`src/rtl/hub75_scan_ctrl.sv`:
```
`default_nettype none
// ============================================================================
// Module      : hub75_scan_ctrl
// Description : Scan sequencer for a 32x16 HUB75 RGB panel. Reads one row
//               pair of a double-buffered screen memory, shifts it into the
//               panel, blanks, latches, then displays it while the next row
//               pair is being shifted. Front/back buffer swaps are taken only
//               at the frame boundary.
// Revision    : 1.0 - initial release
// ============================================================================
module hub75_scan_ctrl #(
    parameter int COLS      = 32,
    parameter int ROWS      = 8,
    parameter int CLKDIV    = 2,
    parameter int BLANK_CYC = 4,
    parameter int ON_CYC    = 64
) (
    input  logic                      clk,
    input  logic                      reset,
    input  logic                      swap_req,
    input  logic [5:0]                pix_data,
    output logic [$clog2(COLS)-1:0]   rd_col,
    output logic [$clog2(ROWS)-1:0]   rd_row,
    output logic                      buf_sel,
    output logic                      swap_done,
    output logic [5:0]                rgb,
    output logic                      outclk,
    output logic                      lat,
    output logic                      oe,
    output logic [$clog2(ROWS)-1:0]   abc
);

    localparam int CW   = $clog2(COLS);
    localparam int RW   = $clog2(ROWS);
    localparam int PW   = $clog2(2 * CLKDIV);
    localparam int NMAX = (BLANK_CYC > ON_CYC) ? BLANK_CYC : ON_CYC;
    localparam int NW   = $clog2(NMAX + 1);

    localparam logic [PW-1:0] PH_LAST    = PW'(2 * CLKDIV - 1);
    localparam logic [PW-1:0] PH_RISE    = PW'(CLKDIV);
    localparam logic [PW-1:0] PH_LOAD    = PW'(1);
    localparam logic [CW-1:0] COL_LAST   = CW'(COLS - 1);
    localparam logic [RW-1:0] ROW_LAST   = RW'(ROWS - 1);
    localparam logic [NW-1:0] BLANK_LAST = NW'(BLANK_CYC - 1);
    localparam logic [NW-1:0] ON_LAST    = NW'(ON_CYC - 1);

    typedef enum logic [1:0] {
        S_SHIFT   = 2'd0,
        S_BLANK   = 2'd1,
        S_LATCH   = 2'd2,
        S_DISPLAY = 2'd3
    } state_t;

    state_t          state;
    state_t          state_next;
    logic [PW-1:0]   ph;
    logic [CW-1:0]   col;
    logic [NW-1:0]   cnt;
    logic [RW-1:0]   shift_row;
    logic            lit;
    logic            shift_last;

    // Screen memory is addressed straight from the scan counters so the
    // 1-cycle read lands in time for the load phase (ph=1).
    assign rd_col = col;
    assign rd_row = shift_row;

    // Pin decodes; oe keeps the previously latched row lit while shifting.
    assign outclk = (state == S_SHIFT) && (ph >= PH_RISE);
    assign lat    = (state == S_LATCH);
    assign oe     = (state == S_SHIFT)   ? ~lit :
                    (state == S_DISPLAY) ? 1'b0 : 1'b1;

    // State register.
    always_ff @(posedge clk) begin
        if (reset) begin
            state <= S_SHIFT;
        end else begin
            state <= state_next;
        end
    end

    // Next-state logic: SHIFT -> BLANK -> LATCH -> DISPLAY -> SHIFT.
    always_comb begin
        state_next = state;
        shift_last = (col == COL_LAST) && (ph == PH_LAST);
        case (state)
            S_SHIFT:   if (shift_last)        state_next = S_BLANK;
            S_BLANK:   if (cnt == BLANK_LAST) state_next = S_LATCH;
            S_LATCH:                          state_next = S_DISPLAY;
            S_DISPLAY: if (cnt == ON_LAST)    state_next = S_SHIFT;
            default:                          state_next = S_SHIFT;
        endcase
    end

    // Scan counters, pixel/row registers and the frame-boundary buffer swap.
    always_ff @(posedge clk) begin
        if (reset) begin
            ph        <= '0;
            col       <= '0;
            cnt       <= '0;
            shift_row <= '0;
            lit       <= 1'b0;
            rgb       <= '0;
            abc       <= '0;
            buf_sel   <= 1'b0;
            swap_done <= 1'b0;
        end else begin
            swap_done <= 1'b0;
            case (state)
                S_SHIFT: begin
                    cnt <= '0;
                    if (ph == PH_LAST) begin
                        ph  <= '0;
                        col <= shift_last ? '0 : col + 1'b1;
                    end else begin
                        ph <= ph + 1'b1;
                    end
                    if (ph == PH_LOAD) begin
                        rgb <= pix_data;
                    end
                end
                S_BLANK: begin
                    if (cnt == BLANK_LAST) begin
                        cnt <= '0;
                        // Row address moves while dark, so it is valid
                        // throughout the latch pulse.
                        abc <= shift_row;
                    end else begin
                        cnt <= cnt + 1'b1;
                    end
                end
                S_LATCH: begin
                    lit       <= 1'b1;
                    shift_row <= (shift_row == ROW_LAST) ? '0 : shift_row + 1'b1;
                    // Only the last row's latch is a frame boundary; a swap
                    // here is seen by row 0 of the next frame.
                    if ((shift_row == ROW_LAST) && swap_req) begin
                        buf_sel   <= ~buf_sel;
                        swap_done <= 1'b1;
                    end
                end
                S_DISPLAY: begin
                    cnt <= (cnt == ON_LAST) ? '0 : cnt + 1'b1;
                end
                default: begin
                    cnt <= '0;
                end
            endcase
        end
    end

endmodule
`default_nettype wire

```
`config.mk`:
```
export PLATFORM = sky130hd
export DESIGN_NAME = hub75_scan_ctrl
export DESIGN_NICKNAME = d
export VERILOG_FILES = /design/src/rtl/hub75_scan_ctrl.sv
export SDC_FILE = /design/constraint.sdc
export NUM_CORES = 1
export LEC_CHECK = 0
export CORE_MARGIN = 1
export CORE_UTILIZATION = 40
export CTS_BUF_LIST = sky130_fd_sc_hd__clkbuf_8 sky130_fd_sc_hd__clkbuf_16
export DETAILED_ROUTE_END_ITERATION = 16
export PLACE_DENSITY = 0.68
export SYNTH_ARGS = -nofsm -noshare
export SYNTH_HDL_FRONTEND = slang
export SYNTH_SLANG_ARGS = --single-unit
```
`constraint.sdc`:
```
create_clock -name clk -period 1.8 [get_ports clk]
set_input_delay 0.36 -clock clk [delete_from_list [all_inputs] [get_ports clk]]
set_output_delay 0.36 -clock clk [all_outputs]
set_load 0.03 [all_outputs]
```
==> results.json, run 1 <==
{
  "r2r_setup_slack_ps": 60,
  "core_area_sq_um": 3440,
  "max_stage_delay_ps": 670,
  "path_clk_slew_ps": 60,
  "drv_cap": 0,
  "viasPerCell": 5.24,
  "dp_slack_ps": 71.2,
  "fin_setup_tns_ps": 0,
  "hp-class": "register to register",
  "start_kind": "register",
  "ios": 31,
  "diodes": 0,
  "rows": 21,
  "outcome": "completed",
  "required_ps": 1440,
  "drv_slew": 0,
  "grt_max_degree": 21,
  "layout_commonest_cell": "dfxtp_1",
  "htree_levels": 2,
  "clock_power_share_pct": 38.0,
  "fin_skew_ps": 2.73,
  "layout.nets": 236,
  "synth_nets": 195,
  "cp_cell_sequence": "buf_4 > clkdlybuf4s50_1",
  "path_buf_inv": 2,
  "crit_fanout": 5,
  "multi_input_area_sq_um": 836,
  "reg2regPathDepth": 5,
  "ys_types": 33,
  "p_seq_share_pct": 49.6,
  "cts_buffers": 5,
  "nFillCells": 289,
  "yosysWarnings": 0,
  "worst_setup_path_end_kind": "output port",
  "min_period_over_period_pct": 97.8,
  "seqCellArea_sq_um": 626,
  "switching_share_pct": 25.5,
  "slew_headroom_pct": 68.6,
  "final_cell_area_sq_um": 2010,
  "netlist.area_leader.share_pct": 42.0,
  "crit_cells": 2,
  "grt_pass1_vias": 1260,
  "ys_ff_latch": 31,
  "worstHoldPathCells": 2,
  "die_w_um": 62.8,
  "overflow": 0,
  "crit_type": "register to output port",
  "synth.largest_area_cell": "dfxtp_1",
  "antenna_found_initial": 0,
  "cts_setup_buffers": 0,
  "grt_pass1_wl_um": 5410,
  "worstSkewPairLatency_ps": 280,
  "vdd.ir_drop.worst_v": 0.000476,
  "wl_per_cell_um": 12.6,
  "vias": 1362,
  "place_area_sq_um": 1890,
  "track_usage_pct": 17.7,
  "intPower_uw": 1090,
  "combPwrFrac_pct": 12.4,
  "max_freq_mhz": 568,
  "detailed_place_hpwl_um": 2360,
  "syn_inst": 173,
  "cts-root-buf": "clkbuf_8",
  "drt_iter0_drc": 89,
  "crit_family": "buffers and inverters",
  "syn_area_sq_um": 1480,
  "syn_to_final_growth_pct": 35.9,
  "first_pass_iters": 4,
  "p_sw_uw": 372,
  "worst_pin_slew_ps": 471,
  "numClockSinks": 31,
  "drtAntennaViolNets": 0,
  "setup_ws_ps": 39.7,
  "synthTopCellsByArea": "dfxtp_1, ha_1, a21oi_1, nand2_1, nor2_1",
  "power_density_nw_per_um2": 726,
  "post-route-min-period_ps": 1760,
  "cts_tree": "done",
  "place.gp.congestion": 0.760,
  "cts_hold_buf": 0,
  "dieHeight_um": 62.8,
  "portBuffers": 30,
  "initial_utilization_pct": 42.9,
  "timing.hold.ws_ps": 465,
  "wirelength_um": 3280,
  "avgSynthCellArea_sq_um": 8.54,
  "worstHoldStart": "rgb[3]$_SDFFE_PP0P_",
  "crit_start": "rd_col[0]$_SDFFE_PP0P_",
  "r2r-start": "cnt[0]$_SDFFE_PP0P_",
  "crit_arrival_ps": 1400,
  "p_leak_uw": 0.000816,
  "mostFrequentLayoutCells": "dfxtp_1, clkdlybuf4s50_1, nand2_1",
  "hold_viol_final": 0,
  "drive_above_1_share_pct": 16.4,
  "drc": 0,
  "cp_slowest_cell": "clkdlybuf4s50_1",
  "clockBufferDepth": 2,
  "yosysSeqAreaShare_pct": 42.0,
  "die-area_sq_um": 3940,
  "setup_viol": 0
}
## per-stage QoR
stage               total power, uW  cells  util, %
detailed placement              917    253     54.8
CTS                            1470    260     57.8
global route                   1520    260     58.3
floorplan                       838    173        -
finish                         1460    260     58.3
global placement                909    253     54.8
## state kept, by name, indices dropped and copies added (netlist names)
name / cells
abc: 3
ph: 2
lit: 1
rd_row: 3
rgb: 6
buf_sel: 1
cnt: 7
swap_done: 1
state: 2
rd_col: 5
## what timing repair did
action	CTS	global route
resized for setup	6	7
setup endpoints to repair	2	4
hold endpoints to repair	0	0
pin swaps	0	2
## worst min-delay path: stages (launching register included)
cell and delay [ps]:
dfxtp_1 310, nand2_1 50, a21oi_1 60
## cell type report
class / instances / area share, %
multi-input cells: 129 / 41.6
flip-flops and latches: 31 / 31.2
repair buffers: 39 / 18.5
clock buffers: 6 / 4.11
well taps: 46 / 2.87
inverters: 8 / 1.50
clock inverters: 1 / 0.249
## cells in the mapped netlist
cell type  instances
o221ai_1           1
nor2_1            17
a21boi_2           1
a31oi_1            2
buf_1              1
nand2_1           21
nor4_2             1
o22ai_1            3
a211oi_1           2
o211a_1            1
dfxtp_1           31
nand3b_1           1
ha_1              13
mux2i_1            6
clkbuf_1           4
nor3b_1            2
o31a_1             1
and3_1             1
nand3_2            1
and2_2             2
nor4_1             1
or4_1              1
o21a_1             2
nor3_1             7
nand4_1            1
inv_1              8
o21ai_0            5
or4b_2             1
nor2b_1            2
xor2_1             1
nand3_1           10
o211ai_1           2
a21oi_1           20
## kinds of logic after synthesis
group / share of synthesized area (%)
flops: 42.0
buf+inv: 3.30
fa+ha+maj: 11.0
mux: 4.06
compound gates: 16.3
xor+xnor: 0.593
simple gates: 22.8
## worst paths after layout
check	endpoint
worst max-delay path	rd_col[0]
worst min-delay path	rgb[3]$_SDFFE_PP0P_
worst max register to register	state[0]$_SDFFE_PP0P_
worst min register to register	rgb[3]$_SDFFE_PP0P_
## routing by layer
| metal | global-route usage [%] | share of wire [%] | up-vias |
|---|---|---|---|
| met5 | 0 | 0 | - |
| met4 | 6.98 | 1.6 | 0 |
| met3 | 6.20 | 3.0 | 6 |
| met2 | 31.3 | 51 | 19 |
| met1 | 19.2 | 44 | 648 |
| li1 | - | - | 689 |
## power by group through the flow
stage,clock (uW),combinational (uW),sequential [uW]
final,554,181,722
after global routing,599,197,724
after CTS,563,181,722
after detailed placement,0,179,738
after global placement,0,174,735
after floorplan,0,77.1,761
No activity file was read; power rests on OpenSTA's default activity.
==> inputs of run 2 (changes only) <==
--- a/config.mk
+++ b/config.mk
@@ -5,11 +5,13 @@
 export SDC_FILE = /design/constraint.sdc
 export NUM_CORES = 1
 export LEC_CHECK = 0
+export CORE_ASPECT_RATIO = 1.25
 export CORE_MARGIN = 1
 export CORE_UTILIZATION = 40
 export CTS_BUF_LIST = sky130_fd_sc_hd__clkbuf_8 sky130_fd_sc_hd__clkbuf_16
 export DETAILED_ROUTE_END_ITERATION = 16
 export PLACE_DENSITY = 0.68
+export SETUP_SLACK_MARGIN = 0.15
 export SYNTH_ARGS = -nofsm -noshare
 export SYNTH_HDL_FRONTEND = slang
 export SYNTH_SLANG_ARGS = --single-unit
==> results.json, run 2 (synthesized netlist as in run 1, its figures left out) <==
{
  "outcome": "completed",
  "largest-register": "cnt",
  "ios": 31,
  "hp-class": "register to register",
  "power_density_nw_per_um2": 670,
  "rsz0062_at_grt": "yes",
  "track_usage_pct": 19.2,
  "numClockSinks": 31,
  "crit_type": "register to output port",
  "cts-root-buf": "clkbuf_8",
  "post-route-min-period_ps": 1700,
  "p_leak_uw": 0.00102,
  "worstSkewPairLatency_ps": 290,
  "drv_slew": 0,
  "drv_cap": 0,
  "fin_setup_tns_ps": 0,
  "clockBufferDepth": 2,
  "antenna_found_initial": 0,
  "min_period_over_period_pct": 94.5,
  "setup_ws_ps": 98.3,
  "detailed_place_hpwl_um": 2450,
  "place_area_sq_um": 1900,
  "drt_iter0_drc": 30,
  "crit_fanout": 4,
  "rows": 24,
  "finalPower_uw": 1460,
  "diodes": 0,
  "drtAntennaViolNets": 0,
  "grt_max_degree": 14,
  "start_kind": "register",
  "die-area_sq_um": 3940,
  "crit_path_end": "oe",
  "grt_pass1_vias": 1349,
  "dp_slack_ps": 52.0,
  "wirelength_um": 3540,
  "overflow": 0,
  "r2r_setup_slack_ps": 170,
  "reg2regPathDepth": 6,
  "mostFrequentLayoutCells": "dfxtp_1, nand2_1, a21oi_1",
  "syn_to_final_growth_pct": 47.0,
  "crit_start": "state[1]$_SDFFE_PP0P_",
  "core_area_sq_um": 3510,
  "setup_viol": 0,
  "hold_viol_final": 0,
  "nFillCells": 305,
  "worstHoldPathCells": 2,
  "layout.nets": 244,
  "path_clk_slew_ps": 60,
  "cts_hold_buf": 0,
  "fin_skew_ps": 13.5,
  "crit_arrival_ps": 1340,
  "dieHeight_um": 70.0,
  "worst_setup_path_end_kind": "output port",
  "grt_pass1_wl_um": 5900,
  "multi_input_area_sq_um": 927,
  "largest_reg_flops": 7,
  "r2r-start": "state[1]$_SDFFE_PP0P_",
  "seqCellArea_sq_um": 638,
  "wl_per_cell_um": 13.5,
  "vias": 1393,
  "cts_tree": "done",
  "slew_headroom_pct": 70.8,
  "r2r_end": "state[0]$_SDFFE_PP0P_",
  "initial_utilization_pct": 42.1,
  "drive_above_1_share_pct": 23.8,
  "htree_levels": 2,
  "first_pass_iters": 4,
  "portBuffers": 30,
  "vdd.ir_drop.worst_v": 0.000548,
  "layout_commonest_cell": "dfxtp_1",
  "drc": 0,
  "worst_pin_slew_ps": 439,
  "required_ps": 1440,
  "max_freq_mhz": 588,
  "final_cell_area_sq_um": 2170,
  "die_w_um": 56.4,
  "place.gp.congestion": 0.763,
  "fin_util_pct": 61.8,
  "cts_buffers": 5,
  "viasPerCell": 5.32
}
-- run 2: cell count changes in the layout (fill, tap and decap cells not counted), moves of 3 or more --
cell	change
dlygate4sd2_1	+11
dlymetal6s2s_1	+6
buf_4	+8
ha_4	+4
clkdlybuf4s50_1	-18
dfxtp_1	-4
ha_1	-3
dfxtp_4	+3
-- run 2: critical path, cell delays in order, from the launching register on --
cell and delay [ps]:
dfxtp_2 340, inv_2 90, ha_4 150, buf_8 110, mux2i_4 220, buf_6 150
-- run 2: what timing repair did --
| item | CTS | global route |
|---|---|---|
| resized for setup | 31 | 17 |
| endpoints found under the setup margin | 18 | 11 |
| buffers inserted | 8 | 1 |
| pin swaps | 5 | 4 |
-- run 2: final cells by class --
| cell class | count | area share (%) |
|---|---|---|
| multi-input combinational | 129 | 42.7 |
| sequential | 31 | 29.4 |
| timing repair buffer | 47 | 20.0 |
| clock buffer | 6 | 3.80 |
| tap | 39 | 2.25 |
| inverter | 8 | 1.50 |
| clock inverter | 2 | 0.403 |
-- run 2: layer usage --
layer | global-route usage [%] | vias up | part of all wire, %
met4 | 8.13 | 0 | 2.2
met3 | 5.74 | 9 | 2.6
met1 | 21.2 | 651 | 41
met2 | 33.9 | 22 | 54
li1 | - | 711 | -
met5 | 0 | - | 0
-- run 2: worst min path at each step --
stage | end | startpoint
6_report | rgb[4]$_SDFFE_PP0P_ | rgb[4]$_SDFFE_PP0P_
5_1_grt | rgb[3]$_SDFFE_PP0P_ | rgb[3]$_SDFFE_PP0P_
4_1_cts | rgb[2]$_SDFFE_PP0P_ | rgb[2]$_SDFFE_PP0P_
3_5_place_dp | rgb[2]$_SDFFE_PP0P_ | rgb[2]$_SDFFE_PP0P_
3_3_place_gp | rgb[2]$_SDFFE_PP0P_ | rgb[2]$_SDFFE_PP0P_
2_1_floorplan | cnt[1]$_SDFFE_PP0P_ | cnt[1]$_SDFFE_PP0P_
-- run 2: power breakdown --
part / switching (uW) / internal (uW) / leakage [uW]
logic: 105 / 79.7 / 0.000715
clock network: 251 / 302 / 0.0000524
registers: 15.5 / 703 / 0.000256
-- run 2: metrics by stage --
step | hold slack [ps] | instances
6_report | 456 | 262
5_1_grt | 472 | 262
4_1_cts | 461 | 261
3_5_place_dp | 451 | 245
3_3_place_gp | 443 | 245
2_1_floorplan | 458 | 173
==> inputs of run 3 (changes only) <==
--- a/config.mk
+++ b/config.mk
@@ -10,6 +10,8 @@
 export CORE_UTILIZATION = 40
 export CTS_BUF_LIST = sky130_fd_sc_hd__clkbuf_8 sky130_fd_sc_hd__clkbuf_16
 export DETAILED_ROUTE_END_ITERATION = 16
+export GPL_TIMING_DRIVEN = 1
+export HOLD_SLACK_MARGIN = 0.12
 export PLACE_DENSITY = 0.68
 export SETUP_SLACK_MARGIN = 0.15
 export SYNTH_ARGS = -nofsm -noshare
==> results of run 3 <==
The final DEF is identical to that of run 2; final timing and power are the same.
